<file path="src/rtl/axil_xbar_pkg.sv">
// Shared types and helpers for the 1-to-N AXI4-Lite crossbar.
package axil_xbar_pkg;

  localparam logic [1:0] RESP_OKAY   = 2'b00;
  localparam logic [1:0] RESP_DECERR = 2'b11;

  typedef enum logic {
    R_IDLE,
    R_DATA
  } r_state_e;

  typedef enum logic [1:0] {
    W_IDLE,
    W_DATA,
    W_RESP
  } w_state_e;

  // Bits needed to hold a slave index, sized as clog2(ns+1) so it is never zero-width.
  function automatic int idx_width(input int ns);
    int w;
    w = 0;
    while ((1 << w) < (ns + 1)) w++;
    return w;
  endfunction

endpackage

</file>
<file path="src/rtl/axil_addr_decoder.sv">
// Combinational address decoder: finds the lowest-index slave whose masked base matches.
module axil_addr_decoder
  import axil_xbar_pkg::*;
#(
  parameter int                      NS     = 4,
  parameter int                      ADDR_W = 32,
  parameter logic [NS*ADDR_W-1:0]    BASE   = '0,
  parameter logic [NS*ADDR_W-1:0]    MASK   = '0,
  localparam int                     SW     = idx_width(NS)
) (
  input  logic [ADDR_W-1:0] addr,
  output logic [SW-1:0]     sel,
  output logic              hit
);

  // Scan downwards so the lowest matching index is the last one written.
  always_comb begin
    hit = 1'b0;
    sel = '0;
    for (int i = NS - 1; i >= 0; i--) begin
      if ((addr & MASK[i*ADDR_W +: ADDR_W]) ==
          (BASE[i*ADDR_W +: ADDR_W] & MASK[i*ADDR_W +: ADDR_W])) begin
        hit = 1'b1;
        sel = SW'(i);
      end
    end
  end

endmodule

</file>
<file path="src/rtl/axil_xbar_1xn.sv">
// One AXI4-Lite master to NS slaves; independent read and write FSMs, unmapped
// addresses answered locally with DECERR.
module axil_xbar_1xn
  import axil_xbar_pkg::*;
#(
  parameter int                   NS     = 4,
  parameter int                   ADDR_W = 32,
  parameter int                   DATA_W = 32,
  parameter logic [NS*ADDR_W-1:0] BASE   = {32'h1000_2000, 32'h0200_0000, 32'h1000_0000, 32'h8000_0000},
  parameter logic [NS*ADDR_W-1:0] MASK   = {32'hFFFF_F000, 32'hFFFF_0000, 32'hFFFF_F000, 32'hFF00_0000}
) (
  input  logic                       clk,
  input  logic                       rst,
  input  logic                       in_arvalid,
  output logic                       in_arready,
  input  logic [ADDR_W-1:0]          in_araddr,
  output logic                       in_rvalid,
  input  logic                       in_rready,
  output logic [DATA_W-1:0]          in_rdata,
  output logic [1:0]                 in_rresp,
  input  logic                       in_awvalid,
  output logic                       in_awready,
  input  logic [ADDR_W-1:0]          in_awaddr,
  input  logic                       in_wvalid,
  output logic                       in_wready,
  input  logic [DATA_W-1:0]          in_wdata,
  input  logic [DATA_W/8-1:0]        in_wstrb,
  output logic                       in_bvalid,
  input  logic                       in_bready,
  output logic [1:0]                 in_bresp,
  output logic [NS-1:0]              out_arvalid,
  input  logic [NS-1:0]              out_arready,
  output logic [NS*ADDR_W-1:0]       out_araddr,
  input  logic [NS-1:0]              out_rvalid,
  output logic [NS-1:0]              out_rready,
  input  logic [NS*DATA_W-1:0]       out_rdata,
  input  logic [NS*2-1:0]            out_rresp,
  output logic [NS-1:0]              out_awvalid,
  input  logic [NS-1:0]              out_awready,
  output logic [NS*ADDR_W-1:0]       out_awaddr,
  output logic [NS-1:0]              out_wvalid,
  input  logic [NS-1:0]              out_wready,
  output logic [NS*DATA_W-1:0]       out_wdata,
  output logic [NS*(DATA_W/8)-1:0]   out_wstrb,
  input  logic [NS-1:0]              out_bvalid,
  output logic [NS-1:0]              out_bready,
  input  logic [NS*2-1:0]            out_bresp
);

  localparam int SW = idx_width(NS);

  logic [SW-1:0] ar_sel, aw_sel;
  logic          ar_hit, aw_hit;

  r_state_e      r_state_q, r_state_d;
  logic [SW-1:0] r_sel_q, r_sel_d;
  logic          r_err_q, r_err_d;

  w_state_e      w_state_q, w_state_d;
  logic [SW-1:0] w_sel_q, w_sel_d;
  logic          w_err_q, w_err_d;

  axil_addr_decoder #(
    .NS(NS), .ADDR_W(ADDR_W), .BASE(BASE), .MASK(MASK)
  ) u_ar_dec (
    .addr(in_araddr),
    .sel (ar_sel),
    .hit (ar_hit)
  );

  axil_addr_decoder #(
    .NS(NS), .ADDR_W(ADDR_W), .BASE(BASE), .MASK(MASK)
  ) u_aw_dec (
    .addr(in_awaddr),
    .sel (aw_sel),
    .hit (aw_hit)
  );

  // Address and write payload go to every slave; only the valids select one.
  assign out_araddr = {NS{in_araddr}};
  assign out_awaddr = {NS{in_awaddr}};
  assign out_wdata  = {NS{in_wdata}};
  assign out_wstrb  = {NS{in_wstrb}};

  always_ff @(posedge clk or posedge rst) begin
    if (rst) begin
      r_state_q <= R_IDLE;
      r_sel_q   <= '0;
      r_err_q   <= 1'b0;
      w_state_q <= W_IDLE;
      w_sel_q   <= '0;
      w_err_q   <= 1'b0;
    end else begin
      r_state_q <= r_state_d;
      r_sel_q   <= r_sel_d;
      r_err_q   <= r_err_d;
      w_state_q <= w_state_d;
      w_sel_q   <= w_sel_d;
      w_err_q   <= w_err_d;
    end
  end

  // Read path. All handshakes are gated by rst so outputs fall the moment reset rises.
  always_comb begin
    r_state_d   = r_state_q;
    r_sel_d     = r_sel_q;
    r_err_d     = r_err_q;
    in_arready  = 1'b0;
    in_rvalid   = 1'b0;
    in_rdata    = '0;
    in_rresp    = RESP_OKAY;
    out_arvalid = '0;
    out_rready  = '0;
    if (!rst) begin
      unique case (r_state_q)
        R_IDLE: begin
          if (ar_hit) begin
            for (int i = 0; i < NS; i++) begin
              if (ar_sel == SW'(i)) begin
                out_arvalid[i] = in_arvalid;
                in_arready     = out_arready[i];
              end
            end
          end else begin
            in_arready = 1'b1;
          end
          if (in_arvalid && in_arready) begin
            r_sel_d   = ar_sel;
            r_err_d   = !ar_hit;
            r_state_d = R_DATA;
          end
        end
        R_DATA: begin
          if (r_err_q) begin
            in_rvalid = 1'b1;
            in_rresp  = RESP_DECERR;
          end else begin
            for (int i = 0; i < NS; i++) begin
              if (r_sel_q == SW'(i)) begin
                in_rvalid     = out_rvalid[i];
                in_rdata      = out_rdata[i*DATA_W +: DATA_W];
                in_rresp      = out_rresp[i*2 +: 2];
                out_rready[i] = in_rready;
              end
            end
          end
          if (in_rvalid && in_rready) r_state_d = R_IDLE;
        end
        default: r_state_d = R_IDLE;
      endcase
    end
  end

  // Write path: AW first, then W, then B; W is never taken before AW.
  always_comb begin
    w_state_d   = w_state_q;
    w_sel_d     = w_sel_q;
    w_err_d     = w_err_q;
    in_awready  = 1'b0;
    in_wready   = 1'b0;
    in_bvalid   = 1'b0;
    in_bresp    = RESP_OKAY;
    out_awvalid = '0;
    out_wvalid  = '0;
    out_bready  = '0;
    if (!rst) begin
      unique case (w_state_q)
        W_IDLE: begin
          if (aw_hit) begin
            for (int i = 0; i < NS; i++) begin
              if (aw_sel == SW'(i)) begin
                out_awvalid[i] = in_awvalid;
                in_awready     = out_awready[i];
              end
            end
          end else begin
            in_awready = 1'b1;
          end
          if (in_awvalid && in_awready) begin
            w_sel_d   = aw_sel;
            w_err_d   = !aw_hit;
            w_state_d = W_DATA;
          end
        end
        W_DATA: begin
          if (w_err_q) begin
            in_wready = 1'b1;
          end else begin
            for (int i = 0; i < NS; i++) begin
              if (w_sel_q == SW'(i)) begin
                out_wvalid[i] = in_wvalid;
                in_wready     = out_wready[i];
              end
            end
          end
          if (in_wvalid && in_wready) w_state_d = W_RESP;
        end
        W_RESP: begin
          if (w_err_q) begin
            in_bvalid = 1'b1;
            in_bresp  = RESP_DECERR;
          end else begin
            for (int i = 0; i < NS; i++) begin
              if (w_sel_q == SW'(i)) begin
                in_bvalid     = out_bvalid[i];
                in_bresp      = out_bresp[i*2 +: 2];
                out_bready[i] = in_bready;
              end
            end
          end
          if (in_bvalid && in_bready) w_state_d = W_IDLE;
        end
        default: w_state_d = W_IDLE;
      endcase
    end
  end

endmodule

</file>
<file path="config.mk">
export PLATFORM = sky130hd
export DESIGN_NAME = axil_xbar_1xn
export DESIGN_NICKNAME = d
export VERILOG_FILES = /design/src/rtl/axil_xbar_pkg.sv /design/src/rtl/axil_addr_decoder.sv /design/src/rtl/axil_xbar_1xn.sv
export SDC_FILE = /design/constraint.sdc
export NUM_CORES = 1
export LEC_CHECK = 0
export ABC_AREA = 1
export BUFFER_PORTS_ARGS = -buffer_cell sky130_fd_sc_hd__buf_2
export CAP_MARGIN = 10
export CORE_AREA = 2 2 281 283
export CTS_BUF_LIST = sky130_fd_sc_hd__clkbuf_2
export CTS_CLUSTER_SIZE = 24
export DETAILED_ROUTE_END_ITERATION = 10
export DIE_AREA = 0 0 283 285
export SLEW_MARGIN = 0
export SYNTH_ARGS = -nofsm -noshare
export SYNTH_HDL_FRONTEND = slang
export SYNTH_SLANG_ARGS = --single-unit
</file>
<file path="constraint.sdc">
create_clock -name clk -period 2 [get_ports clk]
set_input_delay 0.4 -clock clk [delete_from_list [all_inputs] [get_ports clk]]
set_output_delay 0.4 -clock clk [all_outputs]
set_load 0.05 [all_outputs]
</file>
-- Word level (Yosys, flattened, before mapping)
Index checks and enable logic that the tools add are counted.
- register bits: 11
- latch bits: 0
- RAM bits: 0
- bits in read-only memories: 0
- output and inout port bits: 461
- word-level logic and storage cells: 172
- memories: 0
- add/subtract/negate cells: 0
- $mul: 0
- divide/modulo/power cells: 0
- order comparisons: 0
- equality and inequality tests: 25
- shift-type cells: 0
- mux-type cells: 124
- bitwise gates (word level): 2
- reductions and logical operators: 15
- operators with widths (kind ; count):
    32-bit 2-to-1 mux ; 7
    20-bit by 17-bit equality test with 1-bit output, second input constant ; 4
    1-bit 2-to-1 mux ; 75
    4-bit 2-to-1 mux ; 15
    2-bit 2-to-1 mux ; 19
    16-bit by 10-bit equality test with 1-bit output, second input constant ; 2
    3-bit by 2-bit equality test with 1-bit output, second input constant ; 8
    3-bit 2-to-1 mux ; 6
    8-bit equality test, second input constant ; 2
    3-bit by 1-bit equality test with 1-bit output, second input constant ; 4
    3-bit logical NOT ; 4
    2-bit != test, second input constant ; 3
    2-bit case mux with 3 select lines ; 1
    3-bit AND reduction ; 2
    1-bit logical AND ; 5
    4-bit AND reduction ; 1
    2-bit by 1-bit equality test with 1-bit output, second input constant ; 1
    2-bit equality test, second input constant ; 1
    1-bit logical NOT ; 2
    2-bit logical NOT ; 1
    1-bit NOT ; 2
    1-bit case mux with 2 select lines ; 1

-- Depth between registers and ports, before layout
- word-level depth: 16
- mapped depth: 12
- gate-level depth less buffers: 12

-- Hierarchy
From an unflattened synthesis, not the netlist that was laid out.
- cells, all modules: 865
- area total of the unflattened synthesis: 5520.3 sq um
- modules (own cells, without submodules) (module ; instances ; cells each ; area an instance (sq um) ; seq. area each (sq um)):
    axil_xbar_1xn ; 1 ; 779 ; 5139.9 ; 275.3
    axil_addr_decoder at u_ar_dec ; 1 ; 45 ; 191.4 ; 0.0
    axil_addr_decoder at u_aw_dec ; 1 ; 41 ; 188.9 ; 0.0

-- Worst setup path before layout
Ideal clock, no wire load.
- path kind: input to output
- start: input port in_awaddr[31]
- end: output port out_awvalid[0]
- data arrival time: 2.534 ns
- data required time: 1.600 ns
- slack: -0.934 ns
- cell stages on the path: 6
- path buffers: 0
- path through: or2_4 -> nor3_4 -> nand3_2 -> nand2_2 -> nor2_2 -> nor4_1
- word-level cells in the longest chain between the ends: 10
- ends and longest elaborated chain (what ; line ; text):
    start, declared ; axil_xbar_1xn.sv:23 ; input logic [ADDR_W-1:0] in_awaddr,
    20-bit by 17-bit equality test with 1-bit output ; axil_addr_decoder.sv:21 ; if ((addr & MASK[i*ADDR_W +: ADDR_W]) ==
    2-bit 2-to-1 mux ; axil_addr_decoder.sv:21 ;
    3-bit 2-to-1 mux (3 in a row) ; axil_addr_decoder.sv:21 ;
    3-bit logical NOT ; axil_xbar_1xn.sv:171 ; if (aw_sel == SW'(i)) begin
    1-bit 2-to-1 mux ; axil_xbar_1xn.sv:171 ;
    4-bit 2-to-1 mux (*) ; axil_xbar_1xn.sv:169 ; if (aw_hit) begin
    4-bit 2-to-1 mux (*) ; axil_xbar_1xn.sv:167 ; unique case (w_state_q)
    4-bit 2-to-1 mux (*) ; axil_xbar_1xn.sv:166 ; if (!rst) begin
    end, declared ; axil_xbar_1xn.sv:38 ; output logic [NS-1:0] out_awvalid,
Mark *: on every way between the ends. The rest lies on a longest branch, timed or not.

-- Worst setup path after layout
- start: register r_sel_q[0]
- end: output port in_rdata[29]
- word-level cells in the longest chain between the ends: 8
- ends and longest elaborated chain (what ; line ; text):
    start, declared ; axil_xbar_1xn.sv:56 ; logic [SW-1:0] r_sel_q, r_sel_d;
    start signal, assigned ; axil_xbar_1xn.sv:95 ; r_sel_q <= r_sel_d;
    3-bit logical NOT ; axil_xbar_1xn.sv:139 ; if (r_sel_q == SW'(i)) begin
    32-bit 2-to-1 mux (3 in a row) ; axil_xbar_1xn.sv:139 ;
    32-bit 2-to-1 mux (*) ; axil_xbar_1xn.sv:139 ;
    32-bit 2-to-1 mux (*) ; axil_xbar_1xn.sv:134 ; if (r_err_q) begin
    32-bit 2-to-1 mux (*) ; axil_xbar_1xn.sv:115 ; unique case (r_state_q)
    32-bit 2-to-1 mux (*) ; axil_xbar_1xn.sv:114 ; if (!rst) begin
    end, declared ; axil_xbar_1xn.sv:19 ; output logic [DATA_W-1:0] in_rdata,
Marks and branches as above.

==> metrics.cfg <==
[outcome]
status = complete, but fails checks
violations = negative setup slack

[synthesis]
yosysTopAreaCellShare = 0.571
yosys_warnings = 0
netlist_top_cells_count = buf_4, nand2_1, nor2_1
ys_types = 38
synthFlopType = dfrtp_1
syn_avg_cell_area_um2 = 6.38
synth_seq_cells = 9
synth_edf_count = 0
synth_most_common_cell = buf_4
synth-async-reset-ratio = 1.00
synth.largest_area_cell = buf_4
ys_top_cells_by_area = buf_4, nand2_1, nor2_1, nand3_1, dfrtp_1
synth-seq-area-share = 0.0427
syn-num-nets = 1097
netlist_area_um2 = 5270
syn_inst = 826

[setup_path]
cp.arrival_ns = 1.86
cp-end-kind = primary output
worstPathRequired_ns = 1.60
path_class = flip-flop to primary output
critPathLaunchType = flip-flop
path_max_fanout = 5

[floorplan]
pin_count = 732
fp.dieH_um = 285
die_w_um = 283
dieArea_um2 = 80700
core_um2 = 78000
initial_core_util = 0.0676
rows = 103

[global_route]
track_usage = 0.0742
grt_max_degree = 20
grt.overflow.total = 0
first_global_vias = 5829
antenna_found_initial = 15
grt_pass1_wl_mm = 41.8

[final_layout]
syn_to_final_growth_pct = 64.9
layout.nets = 1265
drive_gt1_frac = 0.763
fin_util = 0.112
finalNonFillerCells = 2050
fin_area_um2 = 8700

[detailed_routing]
antenna_left = 0
vias = 5744
viasPerCell = 2.80
drc = 0
wl_mm = 31.4
drtPass1Iterations = 4
wire_per_inst_um = 15.3
drt_iter0_markers = 168

[power]
switching_share = 0.608
power.density_nw_per_um2 = 422
combPwrFrac = 0.880
p_seq_frac = 0.080
pwr-share-clk = 0.040
p_int_uw = 1440
p_sw_uw = 2230
p_leak_uw = 0.00397
vdd_drop_max_v = 0.000495

[clocking]
numClockSinks = 9
clk_pin_slew_ns = 0.12
cts-htree-levels = 1
cts_root_buf = clkbuf_2
cts_max_path_buffers = 2
cts_tree = yes
cts_buffers = 3
clk_latency_ns = 0.30

[timing]
tns_ns = -7.12
layout_min_cycle_time_ns = 2.26
min_period_over_period = 1.13
setup-violations-final = 47
timing.hold.ws_ns = 0.127
worstMarginPinSlew_ns = 0.327
hold_violations = 0
slew_violations = 0
fin_skew_ns = 0.000790
rsz0062_at_grt = true
maxSlewHeadroom = 0.781
max_freq_mhz = 443
setup_ws_ns = -0.260

[placement]
portBuffers = 431
post_dp_cell_area_um2 = 7180
place_inst = 2013
dp_hpwl_mm = 27.5
place_congestion = 0.846

[job]
maxCapViolCount = 0

[hold_path]
hold_class = input port to async pin

-- stage by stage --
step / setup WS, ns / total power (µW)
floorplan: -0.0861 / 3380
global placement: -0.443 / 3030
detailed placement: -0.397 / 3040
CTS: -0.388 / 3510
global route: -0.447 / 3890
finish: -0.260 / 3670
-- kinds of logic after synthesis --
kind of cell	Yosys count	share of synthesized area
compound gates	92	0.108
buf+inv	469	0.622
flops	9	0.0427
simple gates	256	0.227
-- registers in the layout, indices dropped and copies added (netlist names) --
signal / cells
r_sel_q: 2
w_sel_q: 2
w_state_q: 2
r_err_q: 1
r_state_q: 1
w_err_q: 1
-- placed cells by master, fill, tap and decap left out, drive strengths merged --
cell	count
buf	582
nor2	88
nand2	85
nand3	54
inv	47
o21ai	31
a21oi	19
o211ai	16
nand4	11
o221ai	11
dfrtp	9
diode	7
or2	7
o22ai	6
nor3	5
clkbuf	4
o21a	3
o21bai	3
a211oi	3
clkinv	3
nor4	2
nand3b	2
nor3b	1
and3	1
-- what timing repair did --
action,4_1_cts,5_1_grt
gates cloned,1,0
pin swaps,47,44
buffers inserted,23,10
setup endpoints to repair,61,61
gates resized for setup,247,90
hold buffers,0,0
-- final timing paths --
check / start / to / slack (ns) / depth (start not counted)
hold reg to reg: w_err_q$_DFFE_PP0P_ / w_err_q$_DFFE_PP0P_ / 0.56 / 2
min in group clk: in_wvalid / w_state_q[1]$_DFFE_PP0P_ / 0.37 / 3
max in group asynchronous: rst / w_state_q[1]$_DFFE_PP0P_ / 1.72 / 3
setup reg to reg: r_sel_q[0]$_DFFE_PP0P_ / r_state_q$_DFFE_PP0N_ / 0.24 / 11
setup / recovery: r_sel_q[0]$_DFFE_PP0P_ / in_rdata[29] / -0.26 / 8
hold / removal: rst / r_err_q$_DFFE_PP0P_ / 0.13 / 3
-- power groups by stage --
| stage | sequential [µW] | clock [µW] | combinational (µW) |
|---|---|---|---|
| final | 294 | 147 | 3230 |
| after global routing | 302 | 181 | 3410 |
| after CTS | 285 | 171 | 3050 |
| after detailed placement | 272 | 0 | 2760 |
| after global placement | 274 | 0 | 2760 |
| after floorplan | 265 | 0 | 3110 |
-- cell type report --
cell class              count  area, µm²
diodes                      7       17.5
repair buffers            582       4180
fillers                  8960      69300
multi-input cells         348       2710
flip-flops and latches      9        233
inverters                  50        221
well taps                1050       1310
clock buffers               4       20.0
-- routing by layer --
layer	routed length [µm]	track usage	up-vias
met1	10400	0.0690	2515
li1	-	-	2595
met3	4230	0.0426	89
met2	14800	0.128	533
met5	278	0.0192	-
met4	1780	0.0368	12
-- worst max-delay path, cell delays in order, from the launching register on --
cell and delay, ns:
dfrtp_2 0.50, nor2_2 0.17, clkinv_1 0.09, buf_6 0.15
buf_4 0.16, nor2_1 0.09, o21a_1 0.17, nor2_4 0.04
buf_4 0.19
(Power assumes the default switching activity.)
